==> config.mk <==
export PLATFORM = sky130hd
export DESIGN_NAME = mem_arbiter
export DESIGN_NICKNAME = d
export VERILOG_FILES = /design/src/rtl/mem_arbiter_pkg.sv /design/src/rtl/mem_arbiter_rr_pick2.sv /design/src/rtl/mem_arbiter.sv
export SDC_FILE = /design/constraint.sdc
export NUM_CORES = 1
export LEC_CHECK = 0
export CAP_MARGIN = 20
export CORE_AREA = 10 10 283 285
export DETAILED_ROUTE_END_ITERATION = 8
export DIE_AREA = 0 0 293 295
export PLACE_DENSITY = 0.45
export SLEW_MARGIN = 20
export SYNTH_ARGS = -nofsm -noshare
export SYNTH_HDL_FRONTEND = slang
export SYNTH_SLANG_ARGS = --single-unit
==> constraint.sdc <==
create_clock -name clock -period 1.6 [get_ports clock]
set_input_delay 0.24 -clock clock [delete_from_list [all_inputs] [get_ports clock]]
set_output_delay 0.24 -clock clock [all_outputs]
set_load 0.01 [all_outputs]
==> src/rtl/mem_arbiter_pkg.sv <==
// mem_arbiter_pkg: shared widths, FSM state encoding and round-robin rule for mem_arbiter
package mem_arbiter_pkg;
  localparam int ADDR_WIDTH_DEF = 32;
  localparam int LINE_WIDTH_DEF = 128;
  typedef enum logic [1:0] {
    ARB_IDLE   = 2'd0,
    ARB_I_WAIT = 2'd1,
    ARB_D_WAIT = 2'd2,
    ARB_RESP   = 2'd3
  } arb_state_t;
  // D wins unless I is also asking and D was the side served last
  function automatic logic rr_grant_d(input logic req_i, input logic req_d, input logic last_d);
    return req_d & (~req_i | ~last_d);
  endfunction
endpackage

==> src/rtl/mem_arbiter_rr_pick2.sv <==
// rr_pick2: two-way round-robin picker, grant_d high selects the D requester
module rr_pick2
  import mem_arbiter_pkg::*;
(
  input  logic req_i,
  input  logic req_d,
  input  logic last_d,
  output logic grant_d
);
  assign grant_d = rr_grant_d(req_i, req_d, last_d);
endmodule

==> src/rtl/mem_arbiter.sv <==
// mem_arbiter: shares one line-wide memory port between the I and D cache controllers
module mem_arbiter
  import mem_arbiter_pkg::*;
#(
  parameter int ADDR_WIDTH = ADDR_WIDTH_DEF,
  parameter int LINE_WIDTH = LINE_WIDTH_DEF
) (
  input  logic                  clock,
  input  logic                  reset,
  input  logic                  i_req,
  input  logic [ADDR_WIDTH-1:0] i_addr,
  output logic                  i_ack,
  output logic [LINE_WIDTH-1:0] i_rdata,
  input  logic                  d_req,
  input  logic                  d_write,
  input  logic [ADDR_WIDTH-1:0] d_addr,
  input  logic [LINE_WIDTH-1:0] d_wdata,
  output logic                  d_ack,
  output logic [LINE_WIDTH-1:0] d_rdata,
  output logic                  mem_req,
  output logic                  mem_write,
  output logic [ADDR_WIDTH-1:0] mem_addr,
  output logic [LINE_WIDTH-1:0] mem_wdata,
  input  logic                  mem_ready,
  input  logic [LINE_WIDTH-1:0] mem_rdata,
  output logic                  busy
);
  arb_state_t            r_state, w_next;
  logic                  r_last_d;
  logic                  r_mem_write;
  logic [ADDR_WIDTH-1:0] r_mem_addr;
  logic [LINE_WIDTH-1:0] r_mem_wdata, r_i_rdata, r_d_rdata;
  logic                  w_grant_d, w_grant, w_wait;
  rr_pick2 u_pick (
    .req_i  (i_req),
    .req_d  (d_req),
    .last_d (r_last_d),
    .grant_d(w_grant_d)
  );
  always_comb begin
    w_next  = r_state;
    w_wait  = (r_state == ARB_I_WAIT) || (r_state == ARB_D_WAIT);
    w_grant = (r_state == ARB_IDLE) && (i_req || d_req);
    mem_req = w_wait;
    busy    = r_state != ARB_IDLE;
    i_ack   = (r_state == ARB_RESP) && !r_last_d;
    d_ack   = (r_state == ARB_RESP) && r_last_d;
    unique case (r_state)
      ARB_IDLE:               w_next = w_grant ? (w_grant_d ? ARB_D_WAIT : ARB_I_WAIT) : ARB_IDLE;
      ARB_I_WAIT, ARB_D_WAIT: w_next = mem_ready ? ARB_RESP : r_state;
      default:                w_next = ARB_IDLE;
    endcase
  end
  // r_last_d doubles as the "who is being served" flag until RESP ends
  always_ff @(posedge clock) begin
    if (reset) begin
      r_state     <= ARB_IDLE;
      r_last_d    <= 1'b0;
      r_mem_write <= 1'b0;
      r_mem_addr  <= '0;
      r_mem_wdata <= '0;
      r_i_rdata   <= '0;
      r_d_rdata   <= '0;
    end else begin
      r_state <= w_next;
      if (w_grant) begin
        r_last_d    <= w_grant_d;
        r_mem_addr  <= w_grant_d ? d_addr : i_addr;
        r_mem_write <= w_grant_d && d_write;
        if (w_grant_d) r_mem_wdata <= d_wdata;
      end
      if (mem_ready && r_state == ARB_I_WAIT) r_i_rdata <= mem_rdata;
      if (mem_ready && r_state == ARB_D_WAIT && !r_mem_write) r_d_rdata <= mem_rdata;
    end
  end
  assign mem_write = r_mem_write;
  assign mem_addr  = r_mem_addr;
  assign mem_wdata = r_mem_wdata;
  assign i_rdata   = r_i_rdata;
  assign d_rdata   = r_d_rdata;
endmodule

After elaboration in Yosys (flattened, before gate mapping)
Index checks and enable logic that the tools add are counted.
{ "classes": {"eq_ne": 4, "muxes": 5, "bitwise_logic": 4, "n_reduce_logical": 15} }
{ "ops": {"columns": ["cell", "count"], "rows": [
  ["two-way mux 32 bit", 1],
  ["logical AND 1 bit", 7],
  ["two-way mux 2 bit", 3],
  ["== test 2 bit, second input constant", 2],
  ["case mux 2 bit (2 select lines)", 1],
  ["== test 2 x 1 -> 1 bit, second input constant", 1],
  ["zero test 1 bit", 2],
  ["zero test 2 bit", 1],
  ["logical OR 1 bit", 2],
  ["inequality test 2 bit, second input constant", 1],
  ["NOT 1 bit", 2],
  ["AND reduction 2 bit", 1],
  ["nonzero test 2 bit", 1],
  ["OR reduction 2 bit", 1],
  ["AND 1 bit", 1],
  ["OR 1 bit", 1]
]} }
{ "word_totals": {"register_bits": 420} }

Longest topological paths before layout
Gate-level depths: netlist (run 1).
{ "logic_depth": {"ltp_word": 6, "depth_mapped": 9, "ltp_nobuf": 5} }

Modules after synthesis
A second synthesis (run 1) with hierarchy kept.
{ "unflattened": {"hier_cells": 1806, "area_unflattened_um2": 14955.6} }
{ "modules_own_cells": {"columns": ["mod", "n_inst", "cells_per_inst", "area_per_inst_um2", "seq_area_each_um2"], "rows": [
  ["mem_arbiter", 1, 1805, 14944.3, 8408.1],
  ["rr_pick2", 1, 1, 11.3, 0.0]
]} }

Worst setup path after synthesis (run 1)
No wires, ideal clock.
{ "synth_path": {"kind": "flip-flop to flip-flop", "from": "register r_state[0]", "to": "register r_mem_addr[0] (netlist: mem_addr[0])", "setup_ns": 0.122, "t_arrival_ns": 1.558, "path_slack_ns": -0.080, "path_stages_with_launch": 9, "n_path_buf": 3, "synth_period_minus_slack_ns": 1.680, "path_cell_list": "dfxtp_1 -> inv_1 -> ha_1 -> buf_6 -> nor2b_4 -> and3_1 -> buf_2 -> buf_6 -> a221o_1"} }
{ "synth_via": {"elab_chain_len": 2} }
{ "synth_rtl": {"columns": ["element", "line", "source"], "rows": [
  ["from (decl)", "mem_arbiter.sv:28", "arb_state_t r_state, w_next;"],
  ["from (signal assigned)", "mem_arbiter.sv:65", "r_state <= w_next;"],
  ["zero test 2 bit", "mem_arbiter.sv:43", "w_grant = (r_state == ARB_IDLE) && (i_req || d_req);"],
  ["logical AND 1 bit", "mem_arbiter.sv:43", null],
  ["to (signal assigned)", "mem_arbiter.sv:68", "r_mem_addr <= w_grant_d ? d_addr : i_addr;"],
  ["to (decl)", "mem_arbiter.sv:31", "logic [ADDR_WIDTH-1:0] r_mem_addr;"]
]} }
No other way between the ends.
A chain may end at the register's enable or synchronous reset.

Final worst setup path (run 1)
{ "layout_path": {"from": "register r_state[1]", "to": "register r_d_rdata[81] (netlist: d_rdata[81])"} }
{ "layout_via": {"elab_chain_len": 3} }
{ "layout_rtl": {"columns": ["element", "line", "source"], "rows": [
  ["== test 2 bit", "mem_arbiter.sv:73", "if (mem_ready && r_state == ARB_D_WAIT && !r_mem_write) r_d_rdata <= mem_rdata;"],
  ["logical AND 1 bit (2 in a row)", "mem_arbiter.sv:73", null],
  ["to (signal assigned)", "mem_arbiter.sv:73", null],
  ["to (decl)", "mem_arbiter.sv:32", "logic [LINE_WIDTH-1:0] r_mem_wdata, r_i_rdata, r_d_rdata;"]
]} }
No other way between the ends.

==> results.ini, run 1 <==
[outcome]
status = complete, but fails checks
violations = negative setup slack

[placed_design]
dpl_cell_area_mm2 = 0.0243
dp_slack_ns = -0.529
gp_congestion = 0.832
port_buffers = 746
dp_hpwl_mm = 58.7

[job]
cap_violations = 0

[timing]
period_minus_slack_ns = 1.75
tightest_slew_ns = 0.586
min_period_over_period = 1.09
max-slew-margin-rel = 0.609
setup_viol = 151
hold_viol = 0
worst_slack_ns = -0.147
drv_slew = 0
max_freq_mhz = 572
rsz0062_at_grt = true
skew_ns = 0.0171

[synthesis]
synth_cell_types = 31
syn_inst = 1838
yosys_warnings = 0
syn_area_mm2 = 0.0151
ys_seq_area_frac = 0.556
async_reset_ff_frac = 0
yosysMostFrequentCell = nand2_1
yosys-top-cells-count = nand2_1 (514), dfxtp_1 (420), a21oi_1 (386), nand3_1 (129), o21ai_0 (124)
netlist_top_cells_area = dfxtp_1 (56%), a21oi_1 (13%), nand2_1 (13%)
synth_edf_count = 0
synth_top_area_share = 0.556
avgSynthCellArea_um2 = 8.23
yosysTopAreaCell = dfxtp_1
ys_seq_elements = 420
synth_nets = 2168
synthFlopType = dfxtp_1

[clock_tree]
root_buffer = clkbuf_16
cts-buffers-inserted = 50
cts.clk_slew.worst_paths_ns = 0.06
clkSinkCount = 420
clk_path_buf_depth = 3
cts_tree = done
insertion_delay_ns = 0.59
ctsHtreeMaxLevel = 2

[pwr]
p_per_area_mw_per_mm2 = 1390
power_leakage_uw = 0.0117
vdd_drop_max_mv = 0.671

[route]
drtAntennaViolNets = 0
vias = 16415
routed_via_density = 4.53
drc = 0
drt_wl_total_mm = 82.5
firstDrtPassIters = 5
wl_per_cell_um = 22.8
drtIter0Drc = 844

[setup_path]
r2r_start = r_state[1]$_SDFFE_PP0P_
criticalPathCategory = reg -> reg
crit_path_end_kind = flop
cp.required_ns = 2.11
arrival_ns = 2.25
rrSetupSlack_ns = -0.15
crit_fanout = 9
r2r-end = d_rdata[81]$_SDFFE_PP0P_
reg2regPathDepth = 9
cp-start-kind = flop

[die]
rows = 100
die_h_um = 295
ios = 747
core_mm2 = 0.0742
initial_core_util = 0.204
fp.dieW_um = 293
die-area_mm2 = 0.0864

[final_layout]
final_util = 0.371
fin_area_mm2 = 0.0275
fillCellCount = 7620
drive_gt1_frac = 0.172
nets = 2944
syn_to_final_growth_pct = 81.8

[global_route]
gr-usage-all-layers = 0.173
grt_pass1_vias = 16291
grt_pass1_wl_mm = 113
grt_overflow_total = 0
grt_max_degree = 94
antenna_found_initial = 17

[hold_path]
min_path_cells = 3
min-delay-start = reset
hold_path.class = in -> reg
whs_endpoint = r_last_d$_SDFFE_PP0N_

[final cells by class]
| type | instances | area, µm² | area share |
|---|---|---|---|
| sequential | 420 | 8420 | 0.306 |
| clock inverter | 11 | 136 | 0.00496 |
| clock buffer | 76 | 1500 | 0.0545 |
| tap | 969 | 1210 | 0.0441 |
| antenna | 6 | 15.0 | 0.000546 |
| inverter | 3 | 18.8 | 0.000682 |
| multi-input combinational | 1246 | 6940 | 0.252 |
| timing repair buffer | 893 | 9280 | 0.337 |
[cells by family (layout without fill, tap and decap cells)]
logic type	count (synthesis)	in the layout	share of synthesized area
simple gates	688	689	0.190
compound gates	553	553	0.196
buf+inv	173	983	0.0558
flops	420	420	0.556
fa+ha+maj	4	4	0.00331
other cells	0	6	0
[worst max-delay path, cell delays in order, from the launching register on]
cell	delay, ns
dfxtp_4	0.35
buf_6	0.10
buf_6	0.09
ha_4	0.12
buf_6	0.08
and3b_4	0.31
buf_12	0.20
clkbuf_16	0.18
nand2_1	0.07
a21oi_2	0.14
[through the flow]
stage / TNS, ns / total power (µW) / cells / hold WS [ns]
6_report: -7.87 / 38200 / 3624 / 0.177
5_1_grt: -17.56 / 40200 / 3621 / 0.177
4_1_cts: -8.21 / 37600 / 3600 / 0.149
3_5_place_dp: -56.40 / 25800 / 3477 / 0.446
3_3_place_gp: -53.02 / 25700 / 3477 / 0.441
2_1_floorplan: 0 / 18300 / 1838 / 0.376
[power breakdown]
part           switching, µW  internal [µW]  leakage [µW]
Combinational           7590           6310       0.00752
Sequential               920          12100       0.00342
Clock                   4600           6750      0.000798
Total                  13100          25100        0.0117
[cell usage in the layout, fill, tap and decap left out, types with 3 or more instances in the layout]
cell type and n:
dfxtp_1 416, nand2_1 406, dlygate4sd2_1 402, clkdlybuf4s50_1 324, a21oi_1 293, nand3_1 129
o21ai_0 124, a21oi_2 93, nand2_4 68, clkbuf_16 61, buf_12 58, buf_4 48
nand2_2 40, and3_1 32, a221o_1 32, buf_6 15, clkbuf_8 13, clkbuf_1 12
buf_8 12, clkdlybuf4s15_1 10, buf_16 9, diode_2 6, nor2b_4 4, o21ai_1 4
ha_4 4, clkinv_2 4, nor2_1 3, clkdlybuf4s15_2 3
[registers in the layout, indices dropped and copies added (netlist names)]
name       count
mem_write      1
mem_wdata    128
r_state        2
d_rdata      128
mem_addr      32
i_rdata      128
r_last_d       1
[worst max-delay path by stage]
stage / startpoint / to / slack, ns / cells after the start
floorplan: r_state[0]$_SDFFE_PP0P_ / mem_addr[0]$_SDFFE_PP0N_ / 0.005 / 8
global placement: d_req / mem_addr[12]$_SDFFE_PP0N_ / -0.51 / 4
detailed placement: d_req / mem_addr[3]$_SDFFE_PP0N_ / -0.53 / 4
CTS: r_state[1]$_SDFFE_PP0P_ / i_ack / -0.18 / 4
global route: r_state[1]$_SDFFE_PP0P_ / d_rdata[74]$_SDFFE_PP0P_ / -0.21 / 9
finish: r_state[1]$_SDFFE_PP0P_ / d_rdata[81]$_SDFFE_PP0P_ / -0.15 / 9
[repair_timing]
action                                  in CTS  in global routing
resized for setup                          531                268
endpoints found under the setup margin     554                311
hold buffers                                 0                  0
cloned                                      12                 12
buffers inserted                            26                 16
pin swaps                                   54                105
[layer usage]
metal	wire length, µm	up-vias	global-route usage
met1	31800	7846	0.188
met3	8130	124	0.0776
met2	40300	608	0.300
li1	-	7809	-
met4	2160	28	0.0524
met5	168	-	0
Power figures use the tool's default switching activity.
==> run 2: changes to the inputs <==
CORE_AREA = 10 10 281 283   (was 10 10 283 285)
DIE_AREA = 0 0 291 293   (was 0 0 293 295)
SYNTH_HIERARCHICAL = 1   (was not set)
==> run 2 against run 1 <==
Compared with the run above: the flow still finishes with violations (negative setup slack); sequential power hardly changed; clock skew down 0.0052 ns; final cell count decreased by 0.75%; die area down 1.4%; wire length is 10% lower; utilization is 1.6 points lower; count of clock-buffer cells in the layout decreased by 2.
==> results.ini, run 2 <==
[synthesis]
synth_top_area_share = 0.562  ; was 0.556
yosys_warnings = 6  ; was 0
netlist_top_cells_area = dfxtp_1 (56%), nand2_1 (19%), a21oi_1 (13%)  ; was dfxtp_1 (56%), a21oi_1 (13%), nand2_1 (13%)
syn_inst = 1806  ; was 1838
async_reset_ff_frac = 0  ; unchanged
avgSynthCellArea_um2 = 8.28  ; was 8.23 µm²
synth_nets = 2136  ; was 2168
yosys-top-cells-count = nand2_1 (771), dfxtp_1 (420), a21oi_1 (388), buf_2 (52), clkbuf_1 (36)  ; was nand2_1 (514), dfxtp_1 (420), a21oi_1 (386), nand3_1 (129), o21ai_0 (124)
synth_cell_types = 28  ; was 31
yosysMostFrequentCell = nand2_1  ; unchanged
ys_seq_elements = 420  ; unchanged
syn_area_mm2 = 0.0150  ; was 0.0151 mm²
yosysTopAreaCell = dfxtp_1  ; unchanged
ys_seq_area_frac = 0.562  ; was 0.556
synth_edf_count = 0  ; unchanged
synthFlopType = dfxtp_1  ; unchanged

[clock_tree]
root_buffer = clkbuf_16  ; unchanged
clk_path_buf_depth = 3  ; unchanged
ctsHtreeMaxLevel = 2  ; unchanged
clkSinkCount = 420  ; unchanged
cts_tree = done  ; unchanged
cts.clk_slew.worst_paths_ns = 0.07  ; was 0.06 ns
insertion_delay_ns = 0.58  ; was 0.59 ns
cts-buffers-inserted = 51  ; was 50

[die]
die-area_mm2 = 0.0853  ; was 0.0864 mm²
fp.dieW_um = 291  ; was 293 µm
die_h_um = 293  ; was 295 µm
rows = 100  ; unchanged
initial_core_util = 0.203  ; was 0.204
core_mm2 = 0.0736  ; was 0.0742 mm²
ios = 747  ; unchanged

[hold_path]
min_path_cells = 3  ; unchanged
hold_path.class = in -> reg  ; unchanged

[outcome]
violations = negative setup slack  ; unchanged
status = complete, but fails checks  ; unchanged

[timing]
min_period_over_period = 1.07  ; was 1.09
max-slew-margin-rel = 0.782  ; was 0.609
period_minus_slack_ns = 1.71  ; was 1.75 ns
max_freq_mhz = 584  ; was 572 MHz
skew_ns = 0.0119  ; was 0.0171 ns
rsz0062_at_grt = true  ; unchanged
setup_viol = 3  ; was 151
worst_slack_ns = -0.111  ; was -0.147 ns
hold_viol = 0  ; unchanged
tightest_slew_ns = 0.327  ; was 0.586 ns
fin_setup_tns_ns = -0.195  ; was -7.87 ns
drv_slew = 0  ; unchanged

[pwr]
p_sw_frac = 0.320  ; was 0.343
total_power_uw = 35800  ; was 38200 µW
p_seq_frac = 0.363  ; was 0.339
combinationalPowerShare = 0.307  ; was 0.364
p_per_area_mw_per_mm2 = 1370  ; was 1390 mW/mm²
power.net_switching_uw = 11500  ; was 13100 µW
power_leakage_uw = 0.0112  ; was 0.0117 µW
p_clk_frac = 0.330  ; was 0.297
internal_power_uw = 24300  ; was 25100 µW
vdd_drop_max_mv = 0.776  ; was 0.671 mV

[route]
routed_via_density = 4.25  ; was 4.53
drtIter0Drc = 608  ; was 844
vias = 15277  ; was 16.4k
wl_per_cell_um = 20.6  ; was 22.8 µm
drc = 0  ; unchanged
firstDrtPassIters = 7  ; was 5
drtAntennaViolNets = 0  ; unchanged
drt_wl_total_mm = 74.2  ; was 82.5 mm

[final_layout]
fillCellCount = 7732  ; was 7620
regArea_mm2 = 0.00841  ; was 0.00842 mm²
fin_area_mm2 = 0.0261  ; was 0.0275 mm²
layout_commonest_cell = nand2_1  ; was dfxtp_1
nets = 2918  ; was 2944
drive_gt1_frac = 0.118  ; was 0.172
syn_to_final_growth_pct = 74.4  ; was 81.8%
final_cell_mix = nand2_1 (750), dfxtp_1 (416), dlygate4sd2_1 (399)  ; was dfxtp_1 (416), nand2_1 (406), dlygate4sd2_1 (402)
multiInputGateArea_mm2 = 0.00610  ; was 0.00694 mm²

[setup_path]
crit_fanout = 3  ; was 9
crit_path_end_kind = output pin  ; was flop
cp.required_ns = 1.36  ; was 2.11 ns
arrival_ns = 1.47  ; was 2.25 ns
cp-start-kind = flop  ; unchanged
criticalPathCategory = reg -> out  ; was reg -> reg
reg2regPathDepth = 9  ; unchanged

[placed_design]
port_buffers = 746  ; unchanged
dpl_cell_area_mm2 = 0.0241  ; was 0.0243 mm²
dp_hpwl_mm = 56.1  ; was 58.7 mm
dp_slack_ns = -0.442  ; was -0.529 ns
gp_congestion = 0.822  ; was 0.832

[global_route]
grt_overflow_total = 0  ; unchanged
gr-usage-all-layers = 0.163  ; was 0.173
grt_pass1_vias = 15628  ; was 16.3k
grt_pass1_wl_mm = 106  ; was 113 mm
grt_max_degree = 56  ; was 94
antenna_found_initial = 14  ; was 17

[job]
cap_violations = 0  ; unchanged

run 2: cell types whose count changed after synthesis, sizes merged, moves of 32 or more:
cell / change
nand2: +257
nand3: -129
o21ai: -128
and3: -33
a221o: -32
clkbuf: -32
mux2i: +32
o2bb2ai: +32
run 2: power groups by stage:
| stage | logic, µW | registers [µW] | clock network [µW] |
|---|---|---|---|
| 6_report | 11000 | 13000 | 11800 |
| 5_1_grt | 11900 | 13200 | 12600 |
| 4_1_cts | 10800 | 13000 | 12300 |
| 3_5_place_dp | 11300 | 13200 | 0 |
| 3_3_place_gp | 11200 | 13200 | 0 |
| 2_1_floorplan | 3780 | 13900 | 0 |
run 2: critical path, stage by stage (launching register included):
cell	delay (ns)
dfxtp_2	0.34
buf_6	0.12
ha_4	0.17
and2_4	0.15
buf_6	0.12
run 2: worst paths after layout:
path,from,slack (ns),to
worst min register to register,d_rdata[80]$_SDFFE_PP0P_,0.45,d_rdata[80]$_SDFFE_PP0P_
worst min-delay path,d_wdata[97],0.21,mem_wdata[97]$_SDFFE_PP0P_
worst max register to register,r_state[1]$_SDFFE_PP0P_,0,i_rdata[32]$_SDFFE_PP0P_
worst max-delay path,r_state[1]$_SDFFE_PP0P_,-0.11,d_ack
run 2: final cells by class:
type	count	share of cell area
repair buffers	868	0.331
diodes	4	0.000384
multi-input cells	1244	0.234
flip-flops and latches	420	0.322
inverters	3	0.000432
clock buffers	74	0.0576
clock inverters	15	0.00739
well taps	969	0.0465
run 2: kinds of logic (layout without fill, tap and decap cells):
logic type | Yosys count | count (layout) | synth area share
AND/OR/NAND/NOR | 781 | 781 | 0.198
AO/OA/AOI/OAI | 427 | 427 | 0.166
flip-flops | 420 | 420 | 0.562
buffers and inverters | 142 | 960 | 0.0496
multiplexers | 32 | 32 | 0.0214
adder cells (fa/ha/maj) | 4 | 4 | 0.00335
other | 0 | 4 | 0
run 2: through the flow:
stage	hold slack (ns)	instances	utilization
final	0.206	3597	0.355
after global routing	0.183	3596	0.355
after CTS	0.163	3584	0.349
after detailed placement	0.446	3477	0.328
after global placement	0.441	3477	0.328
after floorplan	0.376	1806	-
run 2: metal layers:
metal | GRT usage | routed length [µm] | share of wire | up-vias
li1 | - | - | - | 7452
met1 | 0.177 | 28600 | 0.39 | 7146
met2 | 0.285 | 36500 | 0.49 | 559
met3 | 0.0720 | 7310 | 0.099 | 102
met4 | 0.0425 | 1670 | 0.022 | 18
met5 | 0 | 134 | 0.0018 | -
run 2: what timing repair did:
item                                    CTS  global route
gates cloned                              6             4
endpoints found under the setup margin  625           190
resized for setup                       472            97
hold buffers                              1             0
pin swaps                                 2            18
setup buffers                            11             6
endpoints found under the hold margin    11             0
